<file path="src/rtl/vector_dispatch_queue.sv">
// vector_dispatch_queue
//   FIFO between a scalar core and a vector core. Each entry carries a
//   vector instruction word plus its two scalar operands. Popped loads and
//   stores are tracked by saturating-guarded outstanding counters that are
//   retired by completion pulses from the vector core; a load (store) at the
//   head is held back while its outstanding counter is at its maximum.
//
//   Optional feature macro: VDQ_BYPASS_EN
//     When defined, an instruction arriving at an empty queue is presented
//     to the vector core in the same cycle and, if accepted, never written.
//     When undefined, outputs depend only on registered state.
module vector_dispatch_queue #(
    parameter int DEPTH = 4,
    parameter int CNT_W = 4
) (
    input  logic        clk,
    input  logic        reset,
    input  logic        v_instr_valid_i,
    input  logic [31:0] v_instruction_i,
    input  logic [31:0] rs1_i,
    input  logic [31:0] rs2_i,
    output logic        vector_stall_o,
    output logic [31:0] vector_instr_o,
    output logic [31:0] rs1_o,
    output logic [31:0] rs2_o,
    output logic        vector_valid_o,
    input  logic        vector_ready_i,
    input  logic        v_load_done_i,
    input  logic        v_store_done_i,
    output logic        all_v_loads_executed_o,
    output logic        all_v_stores_executed_o
);

    localparam int AW = $clog2(DEPTH);
    localparam logic [AW:0]      DEPTH_C   = (AW+1)'(DEPTH);
    localparam logic [AW:0]      CNT_ZERO  = {(AW+1){1'b0}};
    localparam logic [AW:0]      CNT_ONE   = (AW+1)'(1'b1);
    localparam logic [AW-1:0]    PTR_ONE   = AW'(1'b1);
    localparam logic [CNT_W-1:0] OUT_MAX   = {CNT_W{1'b1}};
    localparam logic [CNT_W-1:0] OUT_ZERO  = {CNT_W{1'b0}};
    localparam logic [CNT_W-1:0] OUT_ONE   = CNT_W'(1'b1);
    localparam logic [6:0]       OPC_LOAD  = 7'b0000111;
    localparam logic [6:0]       OPC_STORE = 7'b0100111;

    // Storage and state
    logic [31:0]      instr_mem_r [DEPTH];
    logic [31:0]      rs1_mem_r   [DEPTH];
    logic [31:0]      rs2_mem_r   [DEPTH];
    logic [AW-1:0]    wr_ptr_r;
    logic [AW-1:0]    rd_ptr_r;
    logic [AW:0]      count_r;
    logic [AW:0]      q_loads_r;
    logic [AW:0]      q_stores_r;
    logic [CNT_W-1:0] load_cnt_r;
    logic [CNT_W-1:0] store_cnt_r;
    logic             stall_r;

    // Combinational helpers
    logic             empty_s;
    logic [31:0]      head_instr_s;
    logic             head_load_s;
    logic             head_store_s;
    logic             in_load_s;
    logic             in_store_s;
    logic             head_blocked_s;
    logic             push_s;
    logic             write_s;
    logic             pop_q_s;
    logic             pop_load_s;
    logic             pop_store_s;
    logic             load_dec_s;
    logic             store_dec_s;
    logic             valid_s;
    logic [31:0]      instr_out_s;
    logic [31:0]      rs1_out_s;
    logic [31:0]      rs2_out_s;
    logic [AW:0]      count_next_s;
    logic [AW:0]      q_loads_next_s;
    logic [AW:0]      q_stores_next_s;
    logic [CNT_W-1:0] load_cnt_next_s;
    logic [CNT_W-1:0] store_cnt_next_s;
`ifdef VDQ_BYPASS_EN
    logic             in_blocked_s;
    logic             bypass_s;
    logic             bypass_take_s;
`endif

    // Head inspection and classification of head and incoming instructions
    always_comb begin
        empty_s        = (count_r == CNT_ZERO);
        head_instr_s   = instr_mem_r[rd_ptr_r];
        head_load_s    = !empty_s && (head_instr_s[6:0] == OPC_LOAD);
        head_store_s   = !empty_s && (head_instr_s[6:0] == OPC_STORE);
        in_load_s      = (v_instruction_i[6:0] == OPC_LOAD);
        in_store_s     = (v_instruction_i[6:0] == OPC_STORE);
        head_blocked_s = (head_load_s  && (load_cnt_r  == OUT_MAX)) ||
                         (head_store_s && (store_cnt_r == OUT_MAX));
        push_s         = v_instr_valid_i && !stall_r;
    end

`ifdef VDQ_BYPASS_EN
    // Output selection with same-cycle bypass for an empty queue
    always_comb begin
        in_blocked_s  = (in_load_s  && (load_cnt_r  == OUT_MAX)) ||
                        (in_store_s && (store_cnt_r == OUT_MAX));
        bypass_s      = empty_s && v_instr_valid_i && !in_blocked_s && !reset;
        valid_s       = 1'b0;
        instr_out_s   = 32'h0000_0000;
        rs1_out_s     = 32'h0000_0000;
        rs2_out_s     = 32'h0000_0000;
        if (!empty_s) begin
            valid_s     = !head_blocked_s;
            instr_out_s = head_instr_s;
            rs1_out_s   = rs1_mem_r[rd_ptr_r];
            rs2_out_s   = rs2_mem_r[rd_ptr_r];
        end else if (bypass_s) begin
            valid_s     = 1'b1;
            instr_out_s = v_instruction_i;
            rs1_out_s   = rs1_i;
            rs2_out_s   = rs2_i;
        end else begin
            valid_s     = 1'b0;
        end
        bypass_take_s = bypass_s && vector_ready_i;
        pop_q_s       = !empty_s && valid_s && vector_ready_i;
        write_s       = push_s && !bypass_take_s;
        pop_load_s    = (pop_q_s && head_load_s)  || (bypass_take_s && in_load_s);
        pop_store_s   = (pop_q_s && head_store_s) || (bypass_take_s && in_store_s);
    end
`else
    // Output selection from registered head entry only
    always_comb begin
        valid_s     = 1'b0;
        instr_out_s = 32'h0000_0000;
        rs1_out_s   = 32'h0000_0000;
        rs2_out_s   = 32'h0000_0000;
        if (!empty_s) begin
            valid_s     = !head_blocked_s;
            instr_out_s = head_instr_s;
            rs1_out_s   = rs1_mem_r[rd_ptr_r];
            rs2_out_s   = rs2_mem_r[rd_ptr_r];
        end else begin
            valid_s     = 1'b0;
        end
        pop_q_s     = valid_s && vector_ready_i;
        write_s     = push_s;
        pop_load_s  = pop_q_s && head_load_s;
        pop_store_s = pop_q_s && head_store_s;
    end
`endif

    // Next-state for occupancy, queued load/store tallies and outstanding counters
    always_comb begin
        load_dec_s  = v_load_done_i  && (load_cnt_r  != OUT_ZERO);
        store_dec_s = v_store_done_i && (store_cnt_r != OUT_ZERO);

        case ({write_s, pop_q_s})
            2'b10:   count_next_s = count_r + CNT_ONE;
            2'b01:   count_next_s = count_r - CNT_ONE;
            default: count_next_s = count_r;
        endcase

        case ({write_s && in_load_s, pop_q_s && head_load_s})
            2'b10:   q_loads_next_s = q_loads_r + CNT_ONE;
            2'b01:   q_loads_next_s = q_loads_r - CNT_ONE;
            default: q_loads_next_s = q_loads_r;
        endcase

        case ({write_s && in_store_s, pop_q_s && head_store_s})
            2'b10:   q_stores_next_s = q_stores_r + CNT_ONE;
            2'b01:   q_stores_next_s = q_stores_r - CNT_ONE;
            default: q_stores_next_s = q_stores_r;
        endcase

        case ({pop_load_s, load_dec_s})
            2'b10:   load_cnt_next_s = load_cnt_r + OUT_ONE;
            2'b01:   load_cnt_next_s = load_cnt_r - OUT_ONE;
            default: load_cnt_next_s = load_cnt_r;
        endcase

        case ({pop_store_s, store_dec_s})
            2'b10:   store_cnt_next_s = store_cnt_r + OUT_ONE;
            2'b01:   store_cnt_next_s = store_cnt_r - OUT_ONE;
            default: store_cnt_next_s = store_cnt_r;
        endcase
    end

    // Control state: pointers, occupancy, tallies, counters and registered stall
    always_ff @(posedge clk or posedge reset) begin
        if (reset) begin
            wr_ptr_r    <= {AW{1'b0}};
            rd_ptr_r    <= {AW{1'b0}};
            count_r     <= CNT_ZERO;
            q_loads_r   <= CNT_ZERO;
            q_stores_r  <= CNT_ZERO;
            load_cnt_r  <= OUT_ZERO;
            store_cnt_r <= OUT_ZERO;
            stall_r     <= 1'b0;
        end else begin
            if (write_s) begin
                wr_ptr_r <= wr_ptr_r + PTR_ONE;
            end
            if (pop_q_s) begin
                rd_ptr_r <= rd_ptr_r + PTR_ONE;
            end
            count_r     <= count_next_s;
            q_loads_r   <= q_loads_next_s;
            q_stores_r  <= q_stores_next_s;
            load_cnt_r  <= load_cnt_next_s;
            store_cnt_r <= store_cnt_next_s;
            stall_r     <= (count_next_s == DEPTH_C);
        end
    end

    // Entry storage; contents are only visible through the occupancy-gated mux
    always_ff @(posedge clk) begin
        if (write_s) begin
            instr_mem_r[wr_ptr_r] <= v_instruction_i;
            rs1_mem_r[wr_ptr_r]   <= rs1_i;
            rs2_mem_r[wr_ptr_r]   <= rs2_i;
        end
    end

    assign vector_stall_o          = stall_r;
    assign vector_valid_o          = valid_s;
    assign vector_instr_o          = instr_out_s;
    assign rs1_o                   = rs1_out_s;
    assign rs2_o                   = rs2_out_s;
    assign all_v_loads_executed_o  = (load_cnt_r  == OUT_ZERO) && (q_loads_r  == CNT_ZERO);
    assign all_v_stores_executed_o = (store_cnt_r == OUT_ZERO) && (q_stores_r == CNT_ZERO);

endmodule

</file>
<file path="config.mk">
export PLATFORM = sky130hd
export DESIGN_NAME = vector_dispatch_queue
export DESIGN_NICKNAME = d
export VERILOG_FILES = /design/src/rtl/vector_dispatch_queue.sv
export SDC_FILE = /design/constraint.sdc
export NUM_CORES = 1
export LEC_CHECK = 0
export BUFFER_PORTS_ARGS = -buffer_cell sky130_fd_sc_hd__buf_2
export CAP_MARGIN = 10
export CORE_MARGIN = 2
export CORE_UTILIZATION = 40
export DETAILED_ROUTE_END_ITERATION = 10
export GPL_TIMING_DRIVEN = 1
export SLEW_MARGIN = 40
export SYNTH_ARGS = -nofsm -noshare
export SYNTH_HDL_FRONTEND = slang
export SYNTH_SLANG_ARGS = --single-unit
</file>
<file path="constraint.sdc">
create_clock -name clk -period 6.5 [get_ports clk]
set_clock_uncertainty 0.15 [all_clocks]
set_input_delay 0.65 -clock clk [delete_from_list [all_inputs] [get_ports clk]]
set_output_delay 0.65 -clock clk [all_outputs]
set_load 0.02 [all_outputs]
</file>
### Word-level counts from Yosys, hierarchy flattened

Memories as Yosys holds them, arrays and structs flattened.
Cells that the tools add are included.

* word-level logic and storage cells: 80
* register bits after elaboration: 22
* memories kept: 3
* memory bits (writable): 384
* output and inout port bits: 100
* input bits: 102

Memories
* instr_mem_r: words 4, bits a word 32, read ports 1, clocked after Yosys merged registers in 0, write ports 1, line 46 `logic [31:0] instr_mem_r [DEPTH];`
* rs1_mem_r: words 4, bits a word 32, read ports 1, clocked after Yosys merged registers in 0, write ports 1, line 47 `logic [31:0] rs1_mem_r [DEPTH];`
* rs2_mem_r: words 4, bits a word 32, read ports 1, clocked after Yosys merged registers in 0, write ports 1, line 48 `logic [31:0] rs2_mem_r [DEPTH];`

* reductions and logical operators: 29
* equal/unequal tests: 17
* add/subtract/negate cells: 12
* mux-type cells: 11

Operator list (count)
* $mux W32: 3
* $pmux W3 S2: 3
* $pmux W4 S2: 2
* $eq A7 B3 Y1 const B: 2
* $eq A7 B6 Y1 const B: 2
* $logic_and A1 B1 Y1: 14
* $eq A2 B1 Y1 const B: 5
* $eq A2 B2 Y1 const B: 5
* $add A3 B1 Y3 const B: 3
* $logic_not A3 Y1: 3
* $sub A3 B1 Y3 const B: 3
* $add A4 B1 Y4 const B: 2
* $eq A4 B4 Y1 const B: 2
* $logic_not A4 Y1: 2
* $reduce_bool A2 Y1: 4
* $reduce_bool A4 Y1: 2
* $sub A4 B1 Y4 const B: 2
* $add A2 B1 Y2 const B: 2
* $eq A3 B3 Y1 const B: 1
* $logic_not A1 Y1: 3
* $mux W1: 3
* $logic_or A1 B1 Y1: 1

### Depth between registers and ports, before layout

* word-level depth: 11
* gate-level depth with buffers: 14
* depth with buffers taken out: 12

### Worst setup path before layout

OpenSTA, ideal clock, no wires.

* path kind: input to register
* start point: input port v_instr_valid_i
* end point: memory instr_mem_r[0][0] (enable)
* data arrival time: 3292 ps
* path buffers: 1
* required time: 5884 ps
* setup time: 466 ps
* setup slack: 2592 ps
* cell stages on the path: 3
* path through: nor2b_1 -> clkbuf_1 -> and2_1

* word-level cells in the longest chain between the ends: 3

Ends and longest elaborated chain
* from (decl): line 18 `input logic v_instr_valid_i,`
* $logic_and A1 B1 Y1: line 98 `push_s = v_instr_valid_i && !stall_r;`
* $mux W1: line 217 `if (write_s) begin`
* $mux W1 (not written as such): line 218 `instr_mem_r[wr_ptr_r] <= v_instruction_i;`
* to (decl): line 46

No other way between the ends.

### Final worst setup path

* start point: register rd_ptr_r[0]
* end point: output port rs2_o[31]

* word-level cells in the longest chain between the ends: 2

Ends and longest elaborated chain
* from (decl): line 50 `logic [AW-1:0] rd_ptr_r;`
* from (signal assigned): line 192 `rd_ptr_r <= {AW{1'b0}};`
* from (signal assigned): line 204 `rd_ptr_r <= rd_ptr_r + PTR_ONE;`
* $mem_v2 Z4 W32
* $mux W32: line 137 `if (!empty_s) begin`
* to (decl): line 25 `output logic [31:0] rs2_o,`

No other way between the ends.

==> metrics.cfg <==
[detailed_routing]
drc=0
routedWlPerCell_microns=21.1
drtIter0Drc=436
drt_wl_total_mm=32.2
via_count=7633
vias_per_cell=5.00
ant_nets=0
dr.pass1.iters=5

[worst_setup_path]
crit_fanout=32
worstPathArrival_ps=3050
worstSetupPathType=reg -> out
critPathLaunchType=flip-flop
timing.rr.end=load_cnt_r[3]
r2r_slack_ps=2840
cp-end-kind=output port
r2r-start=rd_ptr_r[0]
cp.required_ps=5700
r2r_cells=12

[place]
dpl-instance-area_sq_mm=0.0176
place_congestion=0.739
hpwlAfterDp_mm=19.7
port-buffer-count=201

[global_routing]
grt_use_met1=0.208
grt_pass1_vias=8129
grt_pass1_wl_mm=49.3
grtUsageMet2=0.255
grt.overflow.total=0
antenna_found_initial=9
grtUsageMet3=0.0507
grt_usage=0.159
busiest_layer=met2
grt_max_degree=62

[die]
io-pin-count=202
die_height_microns=203
die-area_sq_mm=0.0413
fp.dieW_microns=203
initial_core_util=0.408
coreArea_sq_mm=0.0389
row_count=72

[synthesis]
syn_area_sq_mm=0.0159
synthCells=743
ys_ff_latch=406
synth_top_family_by_area=multiplexers
synth-xor-area-share=0.0110
synthArstFlopShare=0.0542
ys_seq_area_frac=0.761
synth_compound_gate_area_share=0.00465
synth-edff-count=384
synthMuxAreaShare=0.140
yosys.area_share.adder=0.0165
synth_fp_nets=863
synth_area_per_cell_sq_um=21.4
yosysWarnings=0
synthFlopType=edfxtp_1
synth_cell_types=37
synth_simple_gate_area_share=0.0524

[clocking]
insertion_delay_ps=560
post-cts-setup-buffers=0
htreeDepth=2
cts_buffers=43
clkTransAtPathRegs_ps=60
cts.path.max_buffers=3
postCtsHoldBufs=1
cts_resized=0
cts.sinks=406
cts_tree=built
cts_root_buf=clkbuf_16

[power_and_ir_drop]
power_density_mw_per_mm2=488
total_power_mw=9.27
power.leakage_nw=6.66
irDropWorstVdd_uv=274

[min_path]
min_from=rs2_i[16]
holdPathEnd=rs2_mem_r[0][16]
hold_class=in -> reg
min_path_cells=1

[sta]
fin_crit_sh=0.592
fin_crit_ps=3850
rsz0062_at_grt=false
max_slew_margin=0.490
fmax_mhz=260
hold_viol=0
timing.hold.ws_ps=143
setup_tns_ps=0
setup_viol=0
tightest_slew_ps=765
finalMaxSlewViolations=0

[cells_and_area]
final_area_sq_mm=0.0190
final_cell_mix=edfxtp_1, buf_2, and2_1
area_delta_synth_final_pct=19.6
layout_commonest_cell=edfxtp_1
final_net_count=1091
drive_above_1_share=0.383
fin_util=0.488

[job]
cap_violations=0

[run_status]
status=finished clean

-- layout make-up --
cell class              count  area [sq um]
fillers                  3293         19900
flip-flops and latches    406         12100
multi-input cells         283          3580
repair buffers            217          1220
clock buffers              54          1120
well taps                 518           648
clock inverters            25           243
inverters                  20          75.1
diodes                      3          7.51
-- routing by layer --
layer / vias up / share of wire
met4: 12 / 0.021
li1: 3416 / -
met2: 199 / 0.48
met3: 62 / 0.071
met1: 3944 / 0.42
met5: - / 0.0023
-- logic make-up after synthesis --
kind of cell	count (synthesis)
buf+inv	54
mux	101
fa+ha+maj	18
simple gates	134
compound gates	10
flops	406
xor+xnor	20
-- synthesized netlist by cell type, types with 2 or more instances --
cell / count / area share
nand4_1: 3 / 0.0012
nor2_1: 7 / 0.0017
xnor2_1: 9 / 0.0050
mux4_2: 95 / 0.13
and2_1: 102 / 0.040
xor2_1: 11 / 0.0061
or4_1: 2 / 0.00095
mux2i_1: 4 / 0.0025
ha_1: 13 / 0.010
nand2_1: 6 / 0.0014
edfxtp_1: 384 / 0.73
nor2b_1: 2 / 0.00079
a21oi_1: 2 / 0.00063
o21ai_0: 4 / 0.0013
inv_1: 20 / 0.0047
a21o_1: 2 / 0.00095
fa_1: 5 / 0.0063
buf_2: 13 / 0.0041
nor4_1: 2 / 0.00079
dfrtp_1: 22 / 0.035
clkbuf_1: 19 / 0.0045
-- registers in the layout (all words and copies together) (netlist names) --
| register | count |
|---|---|
| instr_mem_r | 128 |
| rs1_mem_r | 128 |
| rs2_mem_r | 128 |
| load_cnt_r | 4 |
| store_cnt_r | 4 |
| count_r | 3 |
| q_loads_r | 3 |
| q_stores_r | 3 |
| rd_ptr_r | 2 |
| wr_ptr_r | 2 |
| vector_stall_o | 1 |
-- critical path, stage by stage, from the launching register on --
cell	delay, ps
dfrtp_4	830
buf_4	650
mux4_2	580
and2_1	220
buf_2	180
-- how the worst max path moves through the flow --
stage                                from                end  slack, ps  depth (start not counted)
after detailed placement      rd_ptr_r[0]      load_cnt_r[3]       2780                         12
final                         rd_ptr_r[0]          rs2_o[31]       2650                          4
after floorplan           v_instr_valid_i  instr_mem_r[0][0]       2590                          3
after global placement        rd_ptr_r[1]      load_cnt_r[3]       2700                         12
after global routing          rd_ptr_r[0]          rs2_o[31]       2380                          4
after CTS                     rd_ptr_r[0]           rs1_o[8]       2420                          4
-- power by group --
group	internal (mW)	leakage [nW]	switching, mW	total (mW)
registers	3.42	3.78	0.212	3.63
clock network	1.35	0.657	0.997	2.35
logic	1.39	2.23	1.90	3.29
-- metrics by stage --
step           setup WS, ps  cells
2_1_floorplan          2590    743
3_3_place_gp           2700   1436
3_5_place_dp           2780   1443
4_1_cts                2420   1523
5_1_grt                2380   1524
6_report               2650   1526
(Power assumes the default switching activity.)
